<file path="config.mk">
export PLATFORM = sky130hd
export DESIGN_NAME = datapath_sequencer_flat
export DESIGN_NICKNAME = d
export VERILOG_FILES = /design/src/rtl/datapath_sequencer_if.sv /design/src/rtl/datapath_sequencer.sv /design/src/flat_wrapper.sv
export SDC_FILE = /design/constraint.sdc
export NUM_CORES = 1
export LEC_CHECK = 0
export CAP_MARGIN = 10
export CORE_ASPECT_RATIO = 0.7
export CORE_MARGIN = 4
export CORE_UTILIZATION = 45
export CTS_BUF_LIST = sky130_fd_sc_hd__clkbuf_4 sky130_fd_sc_hd__clkbuf_8 sky130_fd_sc_hd__clkbuf_16
export CTS_CLUSTER_SIZE = 12
export DETAILED_ROUTE_END_ITERATION = 6
export HOLD_SLACK_MARGIN = 0.12
export PLACE_DENSITY = 0.8
export SLEW_MARGIN = 20
export SYNTH_ARGS = -nofsm -noshare
export SYNTH_HDL_FRONTEND = slang
export SYNTH_SLANG_ARGS = --single-unit
</file>
<file path="constraint.sdc">
create_clock -name clk -period 2.8 [get_ports clk]
set_input_delay 0.56 -clock clk [delete_from_list [all_inputs] [get_ports clk]]
set_output_delay 0.56 -clock clk [all_outputs]
set_load 0.01 [all_outputs]
</file>
<file path="src/rtl/datapath_sequencer_if.sv">
// Micro-op request/response and datapath control bundle for datapath_sequencer.
// The sequencer takes the master view and the datapath/requester side takes the slave view.
interface datapath_sequencer_if #(
  parameter int ADDR_W = 5,
  parameter int ALUC_W = 5,
  parameter int DATA_W = 32
);
  logic              req_valid;
  logic              req_ready;
  logic [1:0]        req_op;
  logic [ADDR_W-1:0] req_r1;
  logic [ADDR_W-1:0] req_r2;
  logic [ALUC_W-1:0] req_aluc;

  logic [ADDR_W-1:0] r1;
  logic [ADDR_W-1:0] r2;
  logic [ALUC_W-1:0] ALUc;
  logic              regw;
  logic              memw;
  logic              memr;
  logic [DATA_W-1:0] dout;

  logic              rsp_valid;
  logic              rsp_ready;
  logic [DATA_W-1:0] rsp_data;

  modport master (
    input  req_valid, req_op, req_r1, req_r2, req_aluc, dout, rsp_ready,
    output req_ready, r1, r2, ALUc, regw, memw, memr, rsp_valid, rsp_data
  );

  modport slave (
    output req_valid, req_op, req_r1, req_r2, req_aluc, dout, rsp_ready,
    input  req_ready, r1, r2, ALUc, regw, memw, memr, rsp_valid, rsp_data
  );
endinterface

</file>
<file path="src/rtl/datapath_sequencer.sv">
// Control-side initiator: one micro-op per request handshake, stepped through
// SETUP/ACCESS/WB/RESP with every datapath control output registered.
module datapath_sequencer #(
  parameter int ADDR_W        = 5,
  parameter int ALUC_W        = 5,
  parameter int DATA_W        = 32,
  parameter int ACCESS_CYCLES = 1
) (
  input logic                 clk,
  input logic                 reset,
  datapath_sequencer_if.master bus
);

  localparam int unsigned ACC   = (ACCESS_CYCLES < 1) ? 1 : ACCESS_CYCLES;
  localparam int unsigned CNT_W = (ACC > 1) ? $clog2(ACC) : 1;
  localparam logic [CNT_W-1:0] CNT_LAST = CNT_W'(ACC - 1);

  typedef enum logic [2:0] {IDLE, SETUP, ACCESS, WB, RESP} state_t;
  typedef enum logic [1:0] {OP_NOP, OP_ALU, OP_LOAD, OP_STORE} op_t;

  state_t            state_q, state_d;
  op_t               op_q, op_d;
  logic [CNT_W-1:0]  cnt_q, cnt_d;
  logic [ADDR_W-1:0] r1_q, r1_d;
  logic [ADDR_W-1:0] r2_q, r2_d;
  logic [ALUC_W-1:0] aluc_q, aluc_d;
  logic              regw_q, regw_d;
  logic              memw_q, memw_d;
  logic              memr_q, memr_d;
  logic              req_ready_q, req_ready_d;
  logic              rsp_valid_q, rsp_valid_d;
  logic [DATA_W-1:0] rsp_data_q, rsp_data_d;

  always_ff @(posedge clk) begin
    if (reset) begin
      state_q     <= IDLE;
      op_q        <= OP_NOP;
      cnt_q       <= '0;
      r1_q        <= '0;
      r2_q        <= '0;
      aluc_q      <= '0;
      regw_q      <= 1'b0;
      memw_q      <= 1'b0;
      memr_q      <= 1'b0;
      req_ready_q <= 1'b1;
      rsp_valid_q <= 1'b0;
      rsp_data_q  <= '0;
    end else begin
      state_q     <= state_d;
      op_q        <= op_d;
      cnt_q       <= cnt_d;
      r1_q        <= r1_d;
      r2_q        <= r2_d;
      aluc_q      <= aluc_d;
      regw_q      <= regw_d;
      memw_q      <= memw_d;
      memr_q      <= memr_d;
      req_ready_q <= req_ready_d;
      rsp_valid_q <= rsp_valid_d;
      rsp_data_q  <= rsp_data_d;
    end
  end

  // Outputs are computed one cycle ahead from the next-state decision so that
  // each strobe is a plain flop and never shares a cycle with a select change.
  always_comb begin
    state_d     = state_q;
    op_d        = op_q;
    cnt_d       = cnt_q;
    r1_d        = r1_q;
    r2_d        = r2_q;
    aluc_d      = aluc_q;
    regw_d      = regw_q;
    memw_d      = memw_q;
    memr_d      = memr_q;
    req_ready_d = req_ready_q;
    rsp_valid_d = rsp_valid_q;
    rsp_data_d  = rsp_data_q;

    case (state_q)
      IDLE: begin
        if (bus.req_valid && req_ready_q) begin
          op_d        = op_t'(bus.req_op);
          req_ready_d = 1'b0;
          if (op_t'(bus.req_op) == OP_NOP) begin
            state_d     = RESP;
            rsp_valid_d = 1'b1;
            rsp_data_d  = '0;
          end else begin
            state_d = SETUP;
            r1_d    = bus.req_r1;
            r2_d    = bus.req_r2;
            aluc_d  = (op_t'(bus.req_op) == OP_ALU) ? bus.req_aluc : '0;
          end
        end
      end

      SETUP: begin
        state_d = ACCESS;
        cnt_d   = '0;
        memr_d  = (op_q == OP_LOAD);
        memw_d  = (op_q == OP_STORE);
      end

      ACCESS: begin
        if (cnt_q == CNT_LAST) begin
          if (op_q == OP_STORE) begin
            state_d     = RESP;
            memw_d      = 1'b0;
            rsp_valid_d = 1'b1;
            rsp_data_d  = bus.dout;
          end else begin
            state_d = WB;
            regw_d  = 1'b1;
          end
        end else begin
          cnt_d = cnt_q + 1'b1;
        end
      end

      WB: begin
        state_d     = RESP;
        regw_d      = 1'b0;
        memr_d      = 1'b0;
        rsp_valid_d = 1'b1;
        rsp_data_d  = bus.dout;
      end

      RESP: begin
        if (bus.rsp_ready) begin
          state_d     = IDLE;
          rsp_valid_d = 1'b0;
          r1_d        = '0;
          r2_d        = '0;
          aluc_d      = '0;
          req_ready_d = 1'b1;
        end
      end

      default: begin
        state_d     = IDLE;
        regw_d      = 1'b0;
        memw_d      = 1'b0;
        memr_d      = 1'b0;
        rsp_valid_d = 1'b0;
        req_ready_d = 1'b1;
      end
    endcase
  end

  assign bus.req_ready = req_ready_q;
  assign bus.r1        = r1_q;
  assign bus.r2        = r2_q;
  assign bus.ALUc      = aluc_q;
  assign bus.regw      = regw_q;
  assign bus.memw      = memw_q;
  assign bus.memr      = memr_q;
  assign bus.rsp_valid = rsp_valid_q;
  assign bus.rsp_data  = rsp_data_q;

  a_regw_memw_excl: assert property (@(posedge clk) disable iff (reset)
    !(regw_q && memw_q));

  a_memr_memw_excl: assert property (@(posedge clk) disable iff (reset)
    !(memr_q && memw_q));

  a_no_strobe_on_sel_change: assert property (@(posedge clk) disable iff (reset)
    ((r1_q != $past(r1_q)) || (r2_q != $past(r2_q)) || (aluc_q != $past(aluc_q)))
      |-> !(regw_q || memw_q || memr_q));

endmodule

</file>
<file path="src/flat_wrapper.sv">
// flat-port wrapper written by rule: the top's interface ports become plain ports
module datapath_sequencer_flat 
#(
  parameter int ADDR_W        = 5,
  parameter int ALUC_W        = 5,
  parameter int DATA_W        = 32,
  parameter int ACCESS_CYCLES = 1
)
  (clk, reset, bus_req_valid, bus_req_op, bus_req_r1, bus_req_r2, bus_req_aluc, bus_dout, bus_rsp_ready, bus_req_ready, bus_r1, bus_r2, bus_ALUc, bus_regw, bus_memw, bus_memr, bus_rsp_valid, bus_rsp_data);
  datapath_sequencer_if #(.ADDR_W(ADDR_W), .ALUC_W(ALUC_W), .DATA_W(DATA_W)) bus_i ();
  input logic clk;
  input logic reset;
  input wire logic [$bits(bus_i.req_valid)-1:0] bus_req_valid;
  input wire logic [$bits(bus_i.req_op)-1:0] bus_req_op;
  input wire logic [$bits(bus_i.req_r1)-1:0] bus_req_r1;
  input wire logic [$bits(bus_i.req_r2)-1:0] bus_req_r2;
  input wire logic [$bits(bus_i.req_aluc)-1:0] bus_req_aluc;
  input wire logic [$bits(bus_i.dout)-1:0] bus_dout;
  input wire logic [$bits(bus_i.rsp_ready)-1:0] bus_rsp_ready;
  output wire logic [$bits(bus_i.req_ready)-1:0] bus_req_ready;
  output wire logic [$bits(bus_i.r1)-1:0] bus_r1;
  output wire logic [$bits(bus_i.r2)-1:0] bus_r2;
  output wire logic [$bits(bus_i.ALUc)-1:0] bus_ALUc;
  output wire logic [$bits(bus_i.regw)-1:0] bus_regw;
  output wire logic [$bits(bus_i.memw)-1:0] bus_memw;
  output wire logic [$bits(bus_i.memr)-1:0] bus_memr;
  output wire logic [$bits(bus_i.rsp_valid)-1:0] bus_rsp_valid;
  output wire logic [$bits(bus_i.rsp_data)-1:0] bus_rsp_data;
  assign bus_i.req_valid = bus_req_valid;
  assign bus_i.req_op = bus_req_op;
  assign bus_i.req_r1 = bus_req_r1;
  assign bus_i.req_r2 = bus_req_r2;
  assign bus_i.req_aluc = bus_req_aluc;
  assign bus_i.dout = bus_dout;
  assign bus_i.rsp_ready = bus_rsp_ready;
  assign bus_req_ready = bus_i.req_ready;
  assign bus_r1 = bus_i.r1;
  assign bus_r2 = bus_i.r2;
  assign bus_ALUc = bus_i.ALUc;
  assign bus_regw = bus_i.regw;
  assign bus_memw = bus_i.memw;
  assign bus_memr = bus_i.memr;
  assign bus_rsp_valid = bus_i.rsp_valid;
  assign bus_rsp_data = bus_i.rsp_data;
  datapath_sequencer #(.ADDR_W(ADDR_W), .ALUC_W(ALUC_W), .DATA_W(DATA_W), .ACCESS_CYCLES(ACCESS_CYCLES)) u_core (.clk(clk), .reset(reset), .bus(bus_i));
endmodule
</file>
After elaboration in Yosys (flattened, before gate mapping)
Cells that the tools add are included.
{"block": "totals", "ff_bits": 58, "latchBits": 0, "ramBits": 0, "romBits": 0, "inputBits": 53, "output_inout_bits": 52, "memories": 0}
{"block": "op_classes", "add_sub_neg": 1, "n_mul": 0, "div_mod_pow": 0, "magnitude_cmp": 0, "eq_ne": 14, "n_shift": 0, "mux": 40, "bitwise": 4, "n_reduce_logical": 18}
{"op": "$mux 32", "count": 4}
{"op": "$pmux 32 s3", "count": 1}
{"op": "$mux 5", "count": 8}
{"op": "$pmux 5 s2", "count": 3}
{"op": "$mux 3", "count": 5}
{"op": "$pmux 3 s5", "count": 1}
{"op": "$mux 1", "count": 12}
{"op": "$reduce_and 3->1", "count": 4}
{"op": "$reduce_or 3->1", "count": 4}
{"op": "$ne 2x2->1 const B", "count": 4}
{"op": "$eq 3x2->1 const B", "count": 2}
{"op": "$ne 2x1->1 const B", "count": 3}
{"op": "$pmux 1 s2", "count": 3}
{"op": "$pmux 1 s3", "count": 2}
{"op": "$reduce_and 6->1", "count": 1}
{"op": "$pmux 1 s5", "count": 1}
{"op": "$reduce_and 5->1", "count": 1}
{"op": "$eq 2x2->1 const B", "count": 2}
{"op": "$not 1->1", "count": 4}
{"op": "$reduce_and 4->1", "count": 1}
{"op": "$reduce_bool 2->1", "count": 2}
{"op": "$eq 3x1->1 const B", "count": 1}
{"op": "$eq 3x3->1 const B", "count": 1}
{"op": "$logic_not 3->1", "count": 1}
{"op": "other kinds (6)", "count": 6}

Logic depth before layout (Yosys ltp)
{"block": "depth", "ltp_word": 5, "mapped_depth": 7, "mapped_depth_nobuf": 3}

Worst setup path before layout
Ideal clock, no wire load.
{"block": "synth_timing", "kind": "input-to-reg", "from": "input port reset", "to": "register u_core.rsp_data_q[13] (netlist: u_core.bus.rsp_data[13])", "t_arrival_ps": 1417, "required_ps": 2661, "slack_ps": 1244, "path_stages": 5, "n_path_buf": 3, "cell_sequence": "clkbuf_1 clkbuf_1 clkbuf_1 nand4b_1 o41ai_2"}
{"item": "start: declaration", "line_no": "flat_wrapper.sv:12", "source": "input logic reset;"}
{"item": "end signal: assignment", "line_no": "datapath_sequencer.sv:60", "source": "rsp_data_q <= rsp_data_d;"}
{"item": "end: declaration", "line_no": "datapath_sequencer.sv:32", "source": "logic [DATA_W-1:0] rsp_data_q, rsp_data_d;"}

Final worst setup path
{"block": "layout_timing", "from": "input port bus_req_valid", "to": "register u_core.aluc_q[4] (netlist: u_core.bus.ALUc[4])"}
{"block": "layout_via", "elab_chain_cells": 3}
{"item": "start: declaration", "line_no": "flat_wrapper.sv:13", "source": "input wire logic [$bits(bus_i.req_valid)-1:0] bus_req_valid;"}
{"item": "$logic_and 1x1->1", "line_no": "datapath_sequencer.sv:82", "source": "if (bus.req_valid && req_ready_q) begin"}
{"item": "$ne 2x1->1 (no line)"}
{"item": "$reduce_and 4->1 (no line)"}
{"item": "end signal: assignment", "line_no": "datapath_sequencer.sv:54", "source": "aluc_q <= aluc_d;"}
{"item": "end: declaration", "line_no": "datapath_sequencer.sv:26", "source": "logic [ALUC_W-1:0] aluc_q, aluc_d;"}
Every way passes these cells.
A chain may end at the register's enable or synchronous reset.

==> metrics.md <==
| Metric | Value |
|---|---|
| Most used DFF post-synth | dfxtp_1 |
| Arrival time worst endpoint | 2.20 ns |
| Setup Skew | between 0.006 and 0.007 ns |
| Worst-skew pair later-pin latency | 0.33 ns |
| Setup WS post-layout | 0.785 ns |
| Sum of buffers and inverters on the critical path | 1 |
| Drt initial violations | between 100 and 150 |
| Mean Syn Cell Area | 10.1 sq um |
| # H-tree levels | 3 |
| Worst path top cell family by delay | simple AND/OR/NAND/NOR gates |
| Max-Cap Viols | 0 |
| Area Overhead vs Synth | 41.4% |
| Clock root buffer | clkbuf_8 |
| Slowest-stage cell, CP | or3_1 |
| Crit Path Max Fanout | 15 |
| CTS tree | yes |
| GRT overflow | 0 |
| CTS Buf Count | 9 |
| F_max | 496 MHz |
| Clk sinks | between 50 and 60 |
| Worst Hold Class | register to register |
| Share of cells above drive strength 1 | 0.147 |
| CP cell instances | clkdlybuf4s50_1 -> nand4bb_1 -> or3_1 -> mux2i_1 |
| Die ar. | roughly 7900 sq um |
| Max Buffers Root-to-Sink | 2 |
| Post-synth EDFFs | 0 |
| Via density | 5.50 |
| Initial antenna violation count | 0 |
| Worst reg2reg path depth | 3 |
| Worst slew margin | 0.438 |
| Fin Setup TNS | 0 ns |
| WP data required | 2.99 ns |
| RSZ-0062 raised after global routing | false |
| Via count | 2524 |
| Seq/Total Area, Yosys | 0.390 |
| # IOs | roughly 110 |
| Placeable Area | approximately 6300 sq um |
| Pwr Total | 2.03 mW |
| Reg clk slew, reported paths | approximately 0.06 ns |
| Pre-CTS setup slack | approximately 0.44 ns |
| Synth Register Bits | 57 |
| Minimum clock period | 2.01 ns |
| Reg2Reg Capture Point | u_core.bus.r1[1]$_SDFFE_PP0P_ |
| Setup Viol. Count Final | 0 |
| GPL Wtd Cong | ~0.76 |
| Worst slew pin tran | around 0.84 ns |
| PD cells | ~500 nW/um^2 |
| Initial Utilization | 0.467 |
| Die width | between 100 and 150 microns |
| Count of pins over their slew limit | 0 |
| Post-Syn Nets | around 340 |
| Largest net degree at the start of global routing | 42 |
| Dpl hpwl | around 4900 microns |
| Final hold violations | 0 |
| Post-cts resize count | 0 |
| CP Depth | 4 |
| CP startpoint | bus_req_valid |
| Synthesis Warnings | 0 |
| Die H | between 70 and 80 microns |
| First-pass GRT wire length | ~12000 microns |
| Post-CTS Setup Bufs | 0 |
| Status | finished, final reports clean |
| Syn Inst Count | between 200 and 300 |
| Startpoint Class | input port |
| Setup CP Type | input port to register |
| Wirelength per Cell | approximately 16 microns |
| Gr usage total | 0.189 |
| IO buf count | 104 |
| Critical path endpoint | u_core.bus.ALUc[4]$_SDFFE_PP0P_ |
| Synth async-reset ratio | 0 |
| Fin nets | between 400 and 500 |
| CTS Hold Bufs | 0 |
| Worst Setup End Kind | register |
| Vias in the first global route | between 2k and 2.5k |
| DRC viols | 0 |
| Worst r2r src | u_core.state_q[1]$_SDFFE_PP0P_ |
| Worst R2R Setup Slack | 0.83 ns |
| Antenna Nets Post-Route | 0 |
| Leak | ~1.6 nW |
| Final wirelength | 7360 microns |
| Diode count | 0 |
| Fillers | 522 |
| Mapped Area | roughly 2900 sq um |
| Final Hold Slack | around 0.47 ns |
| Final period util | 0.720 |
| Max stage delay on crit path | roughly 0.73 ns |
| Rows | 24 |
| Worst vdd ir | roughly 0.31 mV |
| Synth unique cells | 35 |
| Drt pass-1 iters | 4 |
-- placed cells by master, fill, tap and decap left out --
cell	netlist	routed
nor2b_2	0	1
o21bai_1	2	2
a21oi_1	8	8
and3_1	2	1
clkbuf_4	0	1
or3b_1	2	2
nand3b_1	15	15
a21o_1	2	2
clkbuf_8	0	11
buf_2	4	1
o21a_1	1	1
buf_12	1	2
clkdlybuf4s50_1	0	103
a22oi_1	1	1
nand3_1	9	9
o41ai_1	3	3
nor3b_1	1	1
nor3_1	4	4
inv_1	34	34
nor4bb_1	1	1
and4bb_1	1	1
dfxtp_1	57	57
bufinv_16	0	1
clkinv_2	0	2
mux2i_1	16	16
o2111ai_1	1	1
nor2_1	3	3
a2111oi_0	2	2
nor4_1	2	2
buf_4	3	5
nor2b_1	2	1
or3_1	2	2
and2_2	0	1
nand4b_1	32	32
nand4bb_1	2	2
o21ai_0	3	3
o41ai_2	30	30
nand2b_1	1	1
and3_2	0	1
nand2_1	15	15
-- worst min-delay path, stage by stage, from the launching register on --
cell,delay (ns)
dfxtp_1,0.31
inv_1,0.05
o41ai_1,0.06
-- metal layers --
metal	wire, microns	track usage
met1	3460	0.251
met2	3110	0.270
met3	687	0.0872
met4	97	0.0693
met5	0	0
-- how the worst min path moves through the flow --
stage | slack, ns | endpoint | startpoint | cells after the start
finish | 0.47 | u_core.bus.rsp_data[26]$_SDFFE_PP0P_ | u_core.bus.rsp_data[26]$_SDFFE_PP0P_ | 2
global route | 0.49 | u_core.bus.rsp_data[21]$_SDFFE_PP0P_ | u_core.bus.rsp_data[21]$_SDFFE_PP0P_ | 2
CTS | 0.47 | u_core.bus.rsp_data[26]$_SDFFE_PP0P_ | u_core.bus.rsp_data[26]$_SDFFE_PP0P_ | 2
detailed placement | 0.46 | u_core.bus.rsp_data[26]$_SDFFE_PP0P_ | u_core.bus.rsp_data[26]$_SDFFE_PP0P_ | 2
global placement | 0.45 | u_core.bus.rsp_data[25]$_SDFFE_PP0P_ | u_core.bus.rsp_data[25]$_SDFFE_PP0P_ | 2
floorplan | 0.49 | u_core.bus.rsp_data[25]$_SDFFE_PP0P_ | u_core.bus.rsp_data[25]$_SDFFE_PP0P_ | 2
-- cells by family after synthesis --
family | Yosys count | share of synthesized area
simple gates | 95 | 0.225
buf+inv | 69 | 0.112
flops | 57 | 0.390
compound gates | 53 | 0.219
mux | 16 | 0.0547
-- power breakdown --
group | leakage, nW | total (mW) | switching, mW | internal [mW]
Clock | 0.106 | 0.773 | 0.311 | 0.461
Sequential | 0.462 | 0.891 | 0.0432 | 0.848
Combinational | 1.01 | 0.371 | 0.174 | 0.197
-- flip-flops by register name (all words and copies together) (netlist names) --
signal	flops
u_core.bus.r1	5
u_core.bus.ALUc	5
u_core.bus.memr	1
u_core.bus.rsp_data	32
u_core.bus.memw	1
u_core.bus.regw	1
u_core.state_q	3
u_core.op_q	2
u_core.bus.r2	5
u_core.bus.rsp_valid	1
u_core.bus.req_ready	1
-- layout make-up --
type / count / area, sq um / share of cell area
multi-input combinational: 164 / 1460 / 0.353
sequential: 57 / 1140 / 0.275
timing repair buffer: 111 / 1110 / 0.269
clock buffer: 12 / 159 / 0.0384
inverter: 34 / 128 / 0.0308
tap: 78 / 97.6 / 0.0236
clock inverter: 3 / 40.0 / 0.00966
-- stage by stage --
step                      utilization  cell area, sq um  instances
final                           0.660              4140        459
after global routing            0.660              4140        459
after CTS                       0.660              4140        459
after detailed placement        0.628              3940        444
after global placement          0.628              3940        444
after floorplan                     -              2930        290
-- cell usage after synthesis (3+ instances only) --
library cell | n | area share
a21oi_1 | 8 | 0.014
buf_2 | 4 | 0.0068
buf_4 | 3 | 0.0077
buf_6 | 5 | 0.019
clkbuf_1 | 22 | 0.028
dfxtp_1 | 57 | 0.39
inv_1 | 34 | 0.044
mux2i_1 | 16 | 0.055
nand2_1 | 15 | 0.019
nand3_1 | 9 | 0.015
nand3b_1 | 15 | 0.038
nand4b_1 | 32 | 0.096
nor2_1 | 3 | 0.0038
nor3_1 | 4 | 0.0068
o21ai_0 | 3 | 0.0051
o41ai_1 | 3 | 0.0090
o41ai_2 | 30 | 0.17
(Power assumes the default switching activity.)
